===== src/rtl/wb_io_wr_bridge.sv =====
// Wishbone slave to timed memory/IO bus cycle: CS decode, setup/strobe/hold sequencing, read capture.
// Optional IORDY_WAIT_EN adds an IORDY input that stretches the strobe on IO-space cycles.
module wb_io_wr_bridge #(
   parameter int unsigned SETUP_CYC  = 1,
   parameter int unsigned STROBE_CYC = 2,
   parameter int unsigned HOLD_CYC   = 1
) (
   input  logic        clk_i,
   input  logic        rst_i,
   input  logic        wb_cyc_i,
   input  logic        wb_stb_i,
   input  logic        wb_we_i,
   input  logic        wb_tga_i,
   input  logic [15:0] wb_adr_i,
   input  logic [1:0]  wb_sel_i,
   input  logic [15:0] wb_dat_i,
   output logic [15:0] wb_dat_o,
   output logic        wb_ack_o,
   input  logic [15:0] rd_dat_i,
   output logic [15:0] ADDR,
   output logic [15:0] IODATO,
   output logic        RDN,
   output logic        WRN,
   output logic        BHEN_N,
   output logic        BLEN_N,
   output logic        MEMCS_N,
   output logic        IOCS0_N,
   output logic        IOCS1_N,
   output logic        IOCS2_N
`ifdef IORDY_WAIT_EN
   ,
   input  logic        IORDY
`endif
);

   localparam logic [3:0] SETUP_N  = (SETUP_CYC  == 0) ? 4'd1 : SETUP_CYC[3:0];
   localparam logic [3:0] STROBE_N = (STROBE_CYC == 0) ? 4'd1 : STROBE_CYC[3:0];
   localparam logic [3:0] HOLD_N   = (HOLD_CYC   == 0) ? 4'd1 : HOLD_CYC[3:0];

   typedef enum logic [2:0] {
      S_IDLE, S_SETUP, S_STROBE, S_HOLD, S_ACK
   } state_t;

   state_t      state_q, state_d;
   logic [3:0]  cnt_q, cnt_d;

   logic        lat_we_q, lat_we_d;
   logic        lat_tga_q, lat_tga_d;
   logic [15:0] lat_adr_q, lat_adr_d;
   logic [15:0] lat_dat_q, lat_dat_d;
   logic [1:0]  lat_sel_q, lat_sel_d;

   logic [15:0] wb_dat_q, wb_dat_d;
   logic        wb_ack_q, wb_ack_d;
   logic [15:0] addr_q, addr_d;
   logic [15:0] iodato_q, iodato_d;
   logic        rdn_q, rdn_d;
   logic        wrn_q, wrn_d;
   logic        bhen_n_q, bhen_n_d;
   logic        blen_n_q, blen_n_d;
   logic        memcs_n_q, memcs_n_d;
   logic        iocs0_n_q, iocs0_n_d;
   logic        iocs1_n_q, iocs1_n_d;
   logic        iocs2_n_q, iocs2_n_d;

   logic        req;
   logic        wait_io;
   logic        capture;
   logic        active;

   assign req = wb_cyc_i & wb_stb_i;

`ifdef IORDY_WAIT_EN
   assign wait_io = lat_tga_q & ~IORDY;
`else
   assign wait_io = 1'b0;
`endif

   // Read data is sampled on the edge that ends the final strobe cycle, unless the cycle aborts.
   assign capture = (state_q == S_STROBE) & wb_cyc_i & (cnt_q == 4'd0) & ~wait_io & ~lat_we_q;

   always_ff @(posedge clk_i) begin
      if (rst_i) begin
         state_q <= S_IDLE;
         cnt_q   <= 4'd0;
      end else begin
         state_q <= state_d;
         cnt_q   <= cnt_d;
      end
   end

   always_comb begin
      state_d = state_q;
      cnt_d   = cnt_q;
      case (state_q)
         S_IDLE: begin
            if (req) begin
               state_d = S_SETUP;
               cnt_d   = SETUP_N - 4'd1;
            end
         end
         S_SETUP: begin
            if (!wb_cyc_i) begin
               state_d = S_IDLE;
            end else if (cnt_q == 4'd0) begin
               state_d = S_STROBE;
               cnt_d   = STROBE_N - 4'd1;
            end else begin
               cnt_d = cnt_q - 4'd1;
            end
         end
         S_STROBE: begin
            if (!wb_cyc_i) begin
               state_d = S_IDLE;
            end else if (cnt_q == 4'd0) begin
               if (!wait_io) begin
                  state_d = S_HOLD;
                  cnt_d   = HOLD_N - 4'd1;
               end
            end else begin
               cnt_d = cnt_q - 4'd1;
            end
         end
         S_HOLD: begin
            if (!wb_cyc_i) begin
               state_d = S_IDLE;
            end else if (cnt_q == 4'd0) begin
               state_d = S_ACK;
            end else begin
               cnt_d = cnt_q - 4'd1;
            end
         end
         S_ACK:   state_d = S_IDLE;
         default: state_d = S_IDLE;
      endcase
   end

   // Outputs are computed from the next state so the registered pins line up with the state they belong to.
   always_comb begin
      lat_we_d  = lat_we_q;
      lat_tga_d = lat_tga_q;
      lat_adr_d = lat_adr_q;
      lat_dat_d = lat_dat_q;
      lat_sel_d = lat_sel_q;
      if ((state_q == S_IDLE) && req) begin
         lat_we_d  = wb_we_i;
         lat_tga_d = wb_tga_i;
         lat_adr_d = wb_adr_i;
         lat_dat_d = wb_dat_i;
         lat_sel_d = wb_sel_i;
      end

      active    = (state_d == S_SETUP) || (state_d == S_STROBE) || (state_d == S_HOLD);
      addr_d    = active ? lat_adr_d : 16'h0000;
      iodato_d  = (active && lat_we_d) ? lat_dat_d : 16'h0000;
      bhen_n_d  = ~(active & lat_sel_d[1]);
      blen_n_d  = ~(active & lat_sel_d[0]);
      memcs_n_d = ~(active & ~lat_tga_d);
      iocs0_n_d = ~(active & lat_tga_d & (lat_adr_d[15:4] == 12'h000));
      iocs1_n_d = ~(active & lat_tga_d & (lat_adr_d[15:4] == 12'h001));
      iocs2_n_d = ~(active & lat_tga_d & (lat_adr_d[15:4] == 12'h002));
      rdn_d     = ~((state_d == S_STROBE) & ~lat_we_d);
      wrn_d     = ~((state_d == S_STROBE) &  lat_we_d);
      wb_ack_d  = (state_d == S_ACK);
      wb_dat_d  = capture ? rd_dat_i : wb_dat_q;
   end

   always_ff @(posedge clk_i) begin
      if (rst_i) begin
         lat_we_q  <= 1'b0;
         lat_tga_q <= 1'b0;
         lat_adr_q <= 16'h0000;
         lat_dat_q <= 16'h0000;
         lat_sel_q <= 2'b00;
         wb_dat_q  <= 16'h0000;
         wb_ack_q  <= 1'b0;
         addr_q    <= 16'h0000;
         iodato_q  <= 16'h0000;
         rdn_q     <= 1'b1;
         wrn_q     <= 1'b1;
         bhen_n_q  <= 1'b1;
         blen_n_q  <= 1'b1;
         memcs_n_q <= 1'b1;
         iocs0_n_q <= 1'b1;
         iocs1_n_q <= 1'b1;
         iocs2_n_q <= 1'b1;
      end else begin
         lat_we_q  <= lat_we_d;
         lat_tga_q <= lat_tga_d;
         lat_adr_q <= lat_adr_d;
         lat_dat_q <= lat_dat_d;
         lat_sel_q <= lat_sel_d;
         wb_dat_q  <= wb_dat_d;
         wb_ack_q  <= wb_ack_d;
         addr_q    <= addr_d;
         iodato_q  <= iodato_d;
         rdn_q     <= rdn_d;
         wrn_q     <= wrn_d;
         bhen_n_q  <= bhen_n_d;
         blen_n_q  <= blen_n_d;
         memcs_n_q <= memcs_n_d;
         iocs0_n_q <= iocs0_n_d;
         iocs1_n_q <= iocs1_n_d;
         iocs2_n_q <= iocs2_n_d;
      end
   end

   assign wb_dat_o = wb_dat_q;
   assign wb_ack_o = wb_ack_q;
   assign ADDR     = addr_q;
   assign IODATO   = iodato_q;
   assign RDN      = rdn_q;
   assign WRN      = wrn_q;
   assign BHEN_N   = bhen_n_q;
   assign BLEN_N   = blen_n_q;
   assign MEMCS_N  = memcs_n_q;
   assign IOCS0_N  = iocs0_n_q;
   assign IOCS1_N  = iocs1_n_q;
   assign IOCS2_N  = iocs2_n_q;

endmodule

===== config.mk =====
export PLATFORM = sky130hd
export DESIGN_NAME = wb_io_wr_bridge
export DESIGN_NICKNAME = d
export VERILOG_FILES = /design/src/rtl/wb_io_wr_bridge.sv
export SDC_FILE = /design/constraint.sdc
export NUM_CORES = 1
export LEC_CHECK = 0
export ABC_AREA = 1
export BUFFER_PORTS_ARGS = -buffer_cell sky130_fd_sc_hd__buf_4
export CAP_MARGIN = 20
export CORE_ASPECT_RATIO = 1.75
export CORE_MARGIN = 1
export CORE_UTILIZATION = 45
export DETAILED_ROUTE_END_ITERATION = 6
export MAX_ROUTING_LAYER = met4
export PLACE_DENSITY = 0.73
export SYNTH_ARGS = -nofsm -noshare
export SYNTH_HDL_FRONTEND = slang
export SYNTH_SLANG_ARGS = --single-unit

===== constraint.sdc =====
create_clock -name clk_i -period 1.6 [get_ports clk_i]
set_clock_uncertainty 0.1 [all_clocks]
set_input_delay 0.24 -clock clk_i [delete_from_list [all_inputs] [get_ports clk_i]]
set_output_delay 0.24 -clock clk_i [all_outputs]
set_load 0.01 [all_outputs]

After elaboration in Yosys (flattened, before gate mapping). Index checks and enable logic that the tools add are counted.

Output and inout port bits: 57. Flip-flop bits (word level): 100. Input bits: 56.

Bitwise logic cells: 26. Equal/unequal tests: 14. Muxes and demuxes: 21. Add/sub/neg operators: 1. Reduce and logical (&&, ||, !) cells: 11.

Operators by type and width (count): $mux W16 (2); $mux W4 (7); $mux W3 (7); $pmux W4 S4 (1); $and A1 B1 Y1 (13); $not A1 Y1 (13); $eq A12 B1 Y1 const B (1); $eq A12 B2 Y1 const B (1); $eq A3 B2 Y1 const B (4); $logic_not A12 Y1 (1); $pmux W3 S4 (1); $ne A2 B2 Y1 const B (5); $eq A3 B1 Y1 const B (2); $reduce_and A6 Y1 (1); $logic_not A4 Y1 (1); $reduce_bool A4 Y1 (1); $reduce_or A2 Y1 (2); $sub A4 B1 Y4 const B (1); $eq A3 B3 Y1 const B (1); $logic_not A3 Y1 (1); $logic_and A1 B1 Y1 (2); $logic_or A1 B1 Y1 (2); $mux W1 (2); $mux W2 (1).

Longest topological paths before layout.
Depth in word-level cells: 10. Mapped depth: 11.

Worst setup path before layout. Ideal clock, no wire load.

Path type: flip-flop to flip-flop. Start point: register cnt_q[0]. End point: register addr_q[6] (netlist: ADDR[6]). Data required time: 1438 ps. Period minus slack after synthesis: 1661 ps. Setup time: 62 ps. Path slack: -61 ps. Data arrival time: 1500 ps. Stages on the path, launching flop included: 12. Cell sequence: dfxtp_1 -> inv_1 -> ha_1 -> nand2_4 -> nand2_1 -> nand2_1 -> nand2_4 -> inv_4 -> buf_6 -> nand2_8 -> buf_12 -> nor2_4.

Longest elaborated chain between the ends: 9. Elaborated cells between the ends (all ways): 15. Classes of those cells: eq/ne (3); mux (7); bitwise (1); reduce/logical (4).

Ends and longest elaborated chain: start: declaration (RTL line 45) `logic [3:0] cnt_q, cnt_d;`; start signal: assignment (RTL line 88) `cnt_q <= cnt_d;`; $logic_not A4 Y1 (*) (RTL line 105, 115, 127); $mux W3, on equally long branches (RTL line 127, 105, 115); $mux W3, on equally long branches (RTL line 125, 103, 113); $pmux W3 S4 (*) (RTL line 95) `case (state_q)`; $eq A3 B1 Y1 / $eq A3 B2 Y1 (equally long branches) (RTL line 153) `active = (state_d == S_SETUP) || (state_d == S_STROBE) || (state_d == S_HOLD);`; $logic_or A1 B1 Y1 (RTL line 153); $logic_or A1 B1 Y1 (*) (RTL line 153); $not A1 Y1 (no line) (*); $reduce_or A2 Y1 (no line) (*); end signal: assignment (RTL line 195) `addr_q <= addr_d;`; end: declaration (RTL line 55) `logic [15:0] addr_q, addr_d;`.

Mark *: on every way between the ends. The rest lies on a longest branch, timed or not. A chain may end at the register's enable or synchronous reset.

Worst setup path after layout.
Start point: register state_q[0]. End point: register iodato_q[2] (netlist: IODATO[2]).

Longest elaborated chain between the ends: 9. Elaborated cells between the ends (all ways): 23. Classes of those cells: eq/ne (6); mux (10); bitwise (1); reduce/logical (6).

Ends and longest elaborated chain: start: declaration (RTL line 44) `state_t state_q, state_d;`; start signal: assignment (RTL line 87) `state_q <= state_d;`; $mux W3, on equally long branches (RTL line 127, 105, 115); $mux W3, on equally long branches (RTL line 125, 103, 113); $pmux W3 S4 (RTL line 95); $eq A3 B1 Y1 / $eq A3 B2 Y1 (equally long branches) (RTL line 153); $logic_or A1 B1 Y1 (2 in series) (RTL line 153); $logic_and A1 B1 Y1 (RTL line 155) `iodato_d = (active && lat_we_d) ? lat_dat_d : 16'h0000;`; $not A1 Y1 (no line); $reduce_or A2 Y1 (no line); end signal: assignment (RTL line 196) `iodato_q <= iodato_d;`; end: declaration (RTL line 56) `logic [15:0] iodato_q, iodato_d;`.

Parallel ways exist; a longest one is shown, timed or not.

==> metrics <==
CTS clock-pin slew for the worst setup and hold paths=70 ps; flip-flop and latch count after synthesis=100; Worst Max-Slew Pin Slew=463.4 ps; final hold vios=0; main combinational cell family by area after synthesis=simple AND/OR/NAND/NOR gates; post-route clock period utilization=100.5%; launching element type of the critical path=flip-flop; Clock Latency Late Sink=340 ps; Yosys top cell area share=55.25%; sequential share of power=48.3%; number of clock sinks=100; combinational share of power=14.3%; sequential-to-total area share from yosys stat=55.25%; floorplan core area=7855 um^2; most area-consuming cells after synthesis=dfxtp_1 (55%), nor2_1 (11%), mux2i_1 (5.5%); share of the synthesized area in compound gates (AO/OA/AOI/OAI)=5.456%; wire length of the first global-routing pass=13.61 mm; total negative slack=-29.58 ps; CTS H-Tree Depth=3; area share of and/or/nand/nor cells after synthesis=25.90%; number of remaining DRC errors=0; mean post-synth cell area=8.925 um^2; final core occ=67.43%; DR vias=3144; failing checks=setup timing; Routability Congestion=0.8589; Min-Delay Path Class=in2reg; arrival time of the worst setup path=1740 ps; result of the run=complete, but fails checks; clock period minus final worst setup slack=1608 ps; synthesized netlist net count=464; count of synthesis-stage warnings from yosys=0; Data required, critical path=1730 ps; number of distinct standard cells referenced by the synthesized netlist=34; antenna violations before repair=0; unrepaired setup endpoints after global routing=yes; overall die height=120.7 um; GRT Overall Usage=21.26%; Metal-1 WL=3.094 mm; switching power as a share of total power=25.14%; final max-slew violation count=0; residual antenna-violating net count after detailed routing=0; number of vias per cell after detailed routing=4.829; via count of the first global-routing pass=3219; highest clock rate=0.6220 GHz; headroom to the max-slew limit=69.07%; Final Routed Wirelength=8.535 mm; clock network fraction of design power=37.5%; Antenna diodes=0; TritonCTS buffer count=9; WL per Instance=13.11 um; net switching power figure=1.357 mW; worst-path fanout max=8; Total Nets Final=614; fraction of layout cells with a size suffix above 1=41.18%; highest routed metal layer=met4; routed length on met3=411 um; Setup crit end kind=flip-flop; max cap viols=0; number of failing setup endpoints in the final timing report=7; clock tree root driver cell=clkbuf_16; met2 WL=4.743 mm; gate count of the mapped netlist=406; asr flop ratio synth=0%; drt initial violations=116; count of input and output buffers=112; primary flip-flop cell chosen by synthesis mapping=dfxtp_1; largest net degree at the start of global routing=22; power per standard cell area=1019 nW/um^2; total internal power=4.042 mW; die area=8429 um^2; type of the setup path with the least slack=reg2reg; post-synth design cell area=3623 um^2; count of standard-cell rows=43; slack of the critical path=-7.621 ps; number of flops mapped to enable cells by yosys=0; static leakage=2.523 nW; most numerous cell types in the synthesized netlist=nor2_1 (102), dfxtp_1 (100), nand2_1 (50); Clock Path Buffers=2; most common cell in the synthesized netlist=nor2_1; largest vdd supply drop=0.001024 V; CTS tree=yes; effective utilization at floorplan=46.13%; post-place setup slack=-148.0 ps; grt ovf=0; multiplexer area fraction after synthesis=5.525%; detailed-router iteration count before antenna repair=6; adder and majority gate portion of the synthesized area=0.6906%; estimated wirelength of the detail-placed design=6.129 mm; cell type contributing the most total cell area after synthesis=dfxtp_1; die boundary width=69.83 um; xor/xnor cell area share of the yosys netlist=0.2417%; layout overhead on the synthesized area=46.17%; top-level I/O count=113
[area by class of cell]
type / instances / area (um^2)
Clock buffer: 10 / 239.0
Sequential cell: 100 / 2006
Clock inverter: 6 / 45.04
Multi-Input combinational cell: 257 / 1525
Inverter: 34 / 147.6
Fill cell: 629 / 2559
Timing Repair Buffer: 154 / 1221
Tap cell: 90 / 112.6
[layout by cell type, fill, tap and decap left out, types with 2 or more instances in the layout]
| cell | Yosys | final |
|---|---|---|
| nand4_1 | 10 | 10 |
| buf_12 | 1 | 2 |
| buf_6 | 3 | 6 |
| clkbuf_16 | 0 | 10 |
| o21ai_1 | 2 | 9 |
| inv_2 | 2 | 5 |
| nand2_8 | 1 | 4 |
| dfxtp_2 | 0 | 3 |
| a21oi_1 | 8 | 5 |
| nand2_1 | 50 | 41 |
| nand2_4 | 2 | 4 |
| a21oi_2 | 0 | 2 |
| buf_4 | 4 | 145 |
| dfxtp_1 | 100 | 97 |
| nor2_1 | 102 | 95 |
| clkinv_4 | 1 | 2 |
| mux2i_1 | 20 | 19 |
| inv_1 | 30 | 26 |
| nor2_4 | 11 | 16 |
| nor4_1 | 2 | 2 |
| nand3_1 | 6 | 6 |
| nor2_2 | 4 | 6 |
| clkinv_2 | 0 | 2 |
| inv_6 | 0 | 3 |
| o21ai_0 | 23 | 14 |
| o21ai_2 | 2 | 4 |
| nand2_2 | 4 | 9 |
[stage by stage]
| stage | instances | instance area, um^2 | power (mW) | hold WS (ps) |
|---|---|---|---|---|
| 6_report | 651 | 5296 | 5.399 | 22.10 |
| 3_3_place_gp | 626 | 4746 | 3.314 | 356.5 |
| 3_5_place_dp | 626 | 4746 | 3.332 | 363.4 |
| 4_1_cts | 643 | 5072 | 5.380 | 9.734 |
| 2_1_floorplan | 406 | 3628 | 3.040 | 218.7 |
| 5_1_grt | 651 | 5296 | 5.638 | 29.63 |
[routing by layer]
| metal | GRT usage [%] | vias up |
|---|---|---|
| met3 | 4.000 | 24 |
| met1 | 20.83 | 1434 |
| met4 | 12.00 | 0 |
| li1 | - | 1583 |
| met2 | 38.64 | 103 |
| met5 | - | - |
[critical path: stages (launching register included)]
cell and delay (ps):
dfxtp_2 360, buf_4 120, inv_2 40, nor2_4 110, nand2_2 90, a21oi_4 140, nor2_4 70, nand2_8 100
clkinv_8 90, nand2_8 80, clkbuf_16 150, nor2_1 40
[power groups by stage]
stage | Combinational, mW | Sequential [mW] | Clock [mW]
3_3_place_gp | 0.657 | 2.66 | 0
4_1_cts | 0.689 | 2.60 | 2.09
3_5_place_dp | 0.672 | 2.66 | 0
5_1_grt | 0.839 | 2.61 | 2.19
6_report | 0.772 | 2.61 | 2.02
2_1_floorplan | 0.373 | 2.67 | 0
[path summary, 6_finish.rpt]
check,start,to,slack (ps),cells past startpoint
max,state_q[0],IODATO[2],-8,11
max reg2reg,state_q[0],IODATO[2],-8,11
min,rd_dat_i[0],wb_dat_o[0],20,3
min reg2reg,lat_sel_q[1],lat_sel_q[1],370,2
[state kept, by name, summed over array words and instances (netlist names)]
signal	cells
wb_dat_o	16
lat_we_q	1
MEMCS_N	1
lat_dat_q	16
WRN	1
cnt_q	4
IODATO	16
lat_adr_q	16
RDN	1
wb_ack_o	1
BHEN_N	1
ADDR	16
IOCS2_N	1
lat_sel_q	2
IOCS0_N	1
lat_tga_q	1
state_q	3
IOCS1_N	1
BLEN_N	1
[cell families after synthesis]
kind of cell	after synthesis
AOI/OAI and AO/OA	37
muxes	20
DFF	100
and+or+nand+nor	196
xor gates and xnor gates	1
adders and majority gates	2
buffers and inverters	50
[repair_timing]
action / in CTS / in global routing
setup endpoints to repair: 33 / 61
pin swaps: 2 / 12
hold buffers: 0 / 0
cloned: 0 / 2
setup buffers: 1 / 6
gates resized for setup: 15 / 45
(Power assumes the default switching activity.)
